**src/rtl/mult_div_unit.sv**
```systemverilog
// Iterative multiply/divide unit for EX: shift-add multiply, restoring divide, stall/over handshake.
// Optional MULDIV_FAST_MUL_EN: single-cycle combinational multiplier for MULT/MULTU.
module mult_div_unit #(
   parameter int WIDTH = 32
) (
   input  logic             clk,
   input  logic             reset,
   input  logic             start,
   input  logic [1:0]       op,
   input  logic [WIDTH-1:0] a,
   input  logic [WIDTH-1:0] b,
   input  logic             cpu_stall,
   output logic             mult_div_stall,
   output logic             mult_div_over,
   output logic [WIDTH-1:0] hi,
   output logic [WIDTH-1:0] lo
);
   localparam int CW = $clog2(WIDTH + 1);

   typedef enum logic [1:0] {IDLE, BUSY, DONE} state_t;

   state_t             state, state_next;
   logic [CW-1:0]      count;
   logic [2*WIDTH-1:0] acc, acc_step;
   logic [WIDTH-1:0]   opnd_q;
   logic               is_div_q, sign_q, sign_r, div_zero_q;

   logic               signed_op, is_mul;
   logic [WIDTH-1:0]   mag_a, mag_b;
   logic [WIDTH:0]     rem_shift, diff, sum;
   logic [WIDTH-1:0]   quot, rem, res_hi, res_lo;
   logic [2*WIDTH-1:0] prod;

   assign signed_op = ~op[0];
   assign is_mul    = ~op[1];
   assign mag_a     = (signed_op && a[WIDTH-1]) ? -a : a;
   assign mag_b     = (signed_op && b[WIDTH-1]) ? -b : b;

`ifdef MULDIV_FAST_MUL_EN
   logic [2*WIDTH-1:0] fast_mag, fast_prod;
   assign fast_mag  = {{WIDTH{1'b0}}, mag_a} * {{WIDTH{1'b0}}, mag_b};
   assign fast_prod = (signed_op && (a[WIDTH-1] ^ b[WIDTH-1])) ? -fast_mag : fast_mag;
`endif

   // Divide keeps {remainder, quotient} in acc; multiply keeps {partial, multiplier}.
   assign rem_shift = acc[2*WIDTH-1:WIDTH-1];
   assign diff      = rem_shift - {1'b0, opnd_q};
   assign sum       = {1'b0, acc[2*WIDTH-1:WIDTH]} + (acc[0] ? {1'b0, opnd_q} : '0);
   assign acc_step  = is_div_q
                      ? (diff[WIDTH] ? {rem_shift[WIDTH-1:0], acc[WIDTH-2:0], 1'b0}
                                     : {diff[WIDTH-1:0], acc[WIDTH-2:0], 1'b1})
                      : {sum, acc[WIDTH-1:1]};

   assign quot   = acc_step[WIDTH-1:0];
   assign rem    = acc_step[2*WIDTH-1:WIDTH];
   assign prod   = sign_q ? -acc_step : acc_step;
   // A zero divisor leaves the dividend magnitude in rem, so sign_r restores a exactly.
   assign res_lo = is_div_q ? (div_zero_q ? '1 : (sign_q ? -quot : quot)) : prod[WIDTH-1:0];
   assign res_hi = is_div_q ? (sign_r ? -rem : rem) : prod[2*WIDTH-1:WIDTH];

   assign mult_div_over  = (state == DONE);
   assign mult_div_stall = start && (state != DONE);

   always_ff @(posedge clk or posedge reset) begin
      if (reset) state <= IDLE;
      else       state <= state_next;
   end

   always_comb begin
      // NOTE: default first so every path assigns state_next and no latch is inferred.
      state_next = state;
      case (state)
         IDLE: begin
            if (start) begin
`ifdef MULDIV_FAST_MUL_EN
               state_next = is_mul ? DONE : BUSY;
`else
               state_next = BUSY;
`endif
            end
         end
         BUSY: begin
            if (!start)                   state_next = IDLE;
            else if (count == CW'(1))     state_next = DONE;
         end
         DONE: begin
            if (!cpu_stall) state_next = IDLE;
         end
         default: state_next = IDLE;
      endcase
   end

   always_ff @(posedge clk or posedge reset) begin
      if (reset) begin
         count      <= '0;
         acc        <= '0;
         opnd_q     <= '0;
         is_div_q   <= 1'b0;
         sign_q     <= 1'b0;
         sign_r     <= 1'b0;
         div_zero_q <= 1'b0;
         hi         <= '0;
         lo         <= '0;
      end else begin
         case (state)
            IDLE: begin
               if (start) begin
                  is_div_q   <= ~is_mul;
                  sign_q     <= signed_op && (a[WIDTH-1] ^ b[WIDTH-1]);
                  sign_r     <= signed_op && a[WIDTH-1];
                  div_zero_q <= (b == '0);
                  opnd_q     <= is_mul ? mag_a : mag_b;
                  acc        <= {{WIDTH{1'b0}}, (is_mul ? mag_b : mag_a)};
                  count      <= CW'(WIDTH);
`ifdef MULDIV_FAST_MUL_EN
                  if (is_mul) {hi, lo} <= fast_prod;
`endif
               end
            end
            BUSY: begin
               if (start) begin
                  acc   <= acc_step;
                  count <= count - CW'(1);
                  if (count == CW'(1)) begin
                     hi <= res_hi;
                     lo <= res_lo;
                  end
               end
            end
            default: ;
         endcase
      end
   end

endmodule
```
**config.mk**
```make
export PLATFORM = sky130hd
export DESIGN_NAME = mult_div_unit
export DESIGN_NICKNAME = d
export VERILOG_FILES = /design/src/rtl/mult_div_unit.sv
export SDC_FILE = /design/constraint.sdc
export NUM_CORES = 1
export LEC_CHECK = 0
export CAP_MARGIN = 0
export CORE_UTILIZATION = 50
export CTS_CLUSTER_DIAMETER = 150
export DETAILED_ROUTE_END_ITERATION = 7
export GPL_TIMING_DRIVEN = 0
export PLACE_DENSITY = 0.76
export SYNTH_ARGS = -nofsm -noshare
export SYNTH_HDL_FRONTEND = slang
export SYNTH_SLANG_ARGS = --single-unit
```
**constraint.sdc**
```tcl
create_clock -name clk -period 15.27 [get_ports clk]
set_clock_uncertainty 0.15 [all_clocks]
set_input_delay 4.581 -clock clk [delete_from_list [all_inputs] [get_ports clk]]
set_output_delay 4.581 -clock clk [all_outputs]
set_load 0.03 [all_outputs]
```
==> results.tsv <==
metric	value	unit
chip width	178	µm
starting density of the core	0.515	
Net Switching	1750	µW
RSZ-0062 raised after global routing	no	
Synth top cells by count	224 x nand2_1, 195 x o21ai_0, 187 x a21oi_1	
DR vias	16400	
FMAX	94.2	MHz
crit path kind	primary input to output port	
DR DRC count	0	
post-synthesis xor/xnor area fraction	0.0847	
# IOs	136	
Worst-path clk slew	70	ps
CP endpoint	mult_div_stall	
TritonCTS buffer count	17	
CP endpoint kind	output port	
DIE HEIGHT	178	µm
area leader, netlist	dfrtp_1	
total power draw	3400	µW
Layout Nets	2294	
combinational share of power	0.644	
ratio of cells with drive above 1 in the final layout	0.0370	
Post-Syn Area	15400	µm²
R2R Path End	hi[6]	
final worst slack	4660	ps
initial antenna violation count	0	
DP Wirelength	44600	µm
number of global-route vias before repair	15500	
Clk network pwr share	0.140	
DR WL/cell	22.1	µm
largest net degree at the start of global routing	93	
top_reg_cell synth	dfrtp_1	
Post-Route WL	56400	µm
leakage	0.00756	µW
switching power share of the total	0.516	
first-pass GRT wire length	87200	µm
R2R cell count	24	
CTS Hold Bufs	0	
top cells by area, synth	dfrtp_1 28%, o21ai_0 6.3%, a21oi_1 6.1%	
Crit Reg-Reg Startpoint	acc[31]	
Simple-Gate Fraction of Synth Area	0.228	
Pre-Repair DR Iteration Count	6	
Reg power frac	0.216	
final setup TNS	0	ps
cell with the most instances after synthesis	nand2_1	
Worst EP arrival	5880	ps
Int Power	1640	µW
Max Slew Vio Count	0	
synthesized instance count	1998	
Slew @ Worst Pin	1110	ps
Setup crit start	start	
# rows	63	
Synth top area share	0.279	
final setup violating endpoints	0	
final worst-path cycle share	0.695	
Fin. Hold Viols	0	
worst-path fanout max	3	
Syn Nets	2140	
Post-DRT Antenna Nets	0	
Worst Hold Class	register to register	
CTS sink count	172	
Overflow after GRT	0	
root buf cell	clkbuf_16	
final core occ	0.598	
Yosys cell types	86	
vias per cell	6.42	
Synth async-reset ratio	1.00	
post-cts resize count	0	
Die ar.	31500	µm²
CTS tree	yes	
total track usage	0.363	
H-tree depth	4	
DR iter-0 viols	1765	
clk_lat worst skew	450	ps
Post-synth EDFFs	0	
postcts setup bufs	0	
post-synthesis register bit count	172	
Power per Cell Area	190	nW/µm²
Synth Area in Compound Gates	0.261	
Worst slew margin	0.241	
adder-cell share of the synthesized area	0.0594	
YS warnings	0	
total of max-cap violations	0	
R2R Setup Slk	7780	ps
clock tree buffer depth	2	
CP Launch Type	primary input	
GPL Wtd Cong	1.03	
minimum clock period	10610	ps
Syn-to-layout area delta	16.2	%
Port Buf Inserts	134	
status	finished, final reports clean	
n_diodes	0	
largest family of logic cells by synthesized area	compound AO/OA/AOI/OAI gates	
pre-CTS setup slack	4660	ps
CP required	10540	ps
mux cell area share after synthesis	0.0407	
Max IR drop VDD	86.3	µV
post-synthesis area per instance	7.72	µm²
core box area	30000	µm²
sequential area share after synthesis	0.279	
## state kept, by name, summed over array words and instances (netlist names)
name	flops
sign_q	1
hi	32
div_zero_q	1
count	6
opnd_q	32
lo	32
is_div_q	1
acc	64
state	2
sign_r	1
## cell type report
| class | count | area, µm² |
|---|---|---|
| clock inverter | 15 | 213 |
| buffer | 115 | 479 |
| sequential | 172 | 4300 |
| fill | 2747 | 12000 |
| multi-input combinational | 1645 | 10400 |
| inverter | 66 | 255 |
| timing repair buffer | 135 | 1370 |
| clock buffer | 17 | 425 |
| tap | 390 | 488 |
## critical path, cell delays in order
cell	delay, ps
clkdlybuf4s50_1	490
nor2b_1	140
clkdlybuf4s50_1	670
## how the worst min path moves through the flow
stage	from	endpoint	slack, ps	cells after the start
2_1_floorplan	opnd_q[10]	opnd_q[10]	310	2
3_3_place_gp	hi[2]	hi[2]	310	2
3_5_place_dp	hi[3]	hi[3]	320	2
4_1_cts	hi[3]	hi[3]	340	2
5_1_grt	hi[8]	hi[8]	360	2
6_report	hi[8]	hi[8]	330	2
## power by group through the flow
stage | clock network (µW) | registers, µW | logic (µW)
after floorplan | 0 | 818 | 1360
after global placement | 0 | 733 | 2100
after detailed placement | 0 | 737 | 2130
after CTS | 474 | 729 | 2140
after global routing | 492 | 748 | 2340
final | 476 | 735 | 2190
## cells by family (layout without fill, tap and decap cells)
group / after synthesis / in the layout
buffers and inverters: 181 / 348
flip-flops: 172 / 172
AO/OA/AOI/OAI: 643 / 643
adder cells (fa/ha/maj): 72 / 72
AND/OR/NAND/NOR: 720 / 720
multiplexers: 61 / 61
XOR/XNOR: 149 / 149
## through the flow
stage	hold WS [ps]	cells	instance area [µm²]
2_1_floorplan	313	1998	15400
3_5_place_dp	321	2523	17300
6_report	329	2555	17900
5_1_grt	356	2555	17900
3_3_place_gp	314	2522	17200
4_1_cts	338	2555	17900
## cells in the final DEF (no fill, tap or decap), drive strengths merged, types with 21 or more instances in the layout
cell type	Yosys	final
nor2	182	182
buf	23	24
mux2i	53	53
xor2	58	58
clkbuf	92	109
and2	52	52
a211oi	25	25
nand2	226	226
a21o	28	28
a22o	23	23
xnor2	91	91
o21ai	197	197
ha	70	70
nor3	47	47
dfrtp	172	172
nand2b	22	22
nand3	56	56
a21oi	187	187
a31oi	21	21
clkdlybuf4s50	0	134
inv	66	73
## per-layer routing
metal  routed length [µm]  vias to the layer above  GRT usage
met5                    0                        -          0
met4                 3250                        0      0.196
met3                 4470                      174     0.0431
met2                25200                      872      0.575
met1                23500                     7833      0.482
li1                     -                     7515          -
(Power assumes the default switching activity.)
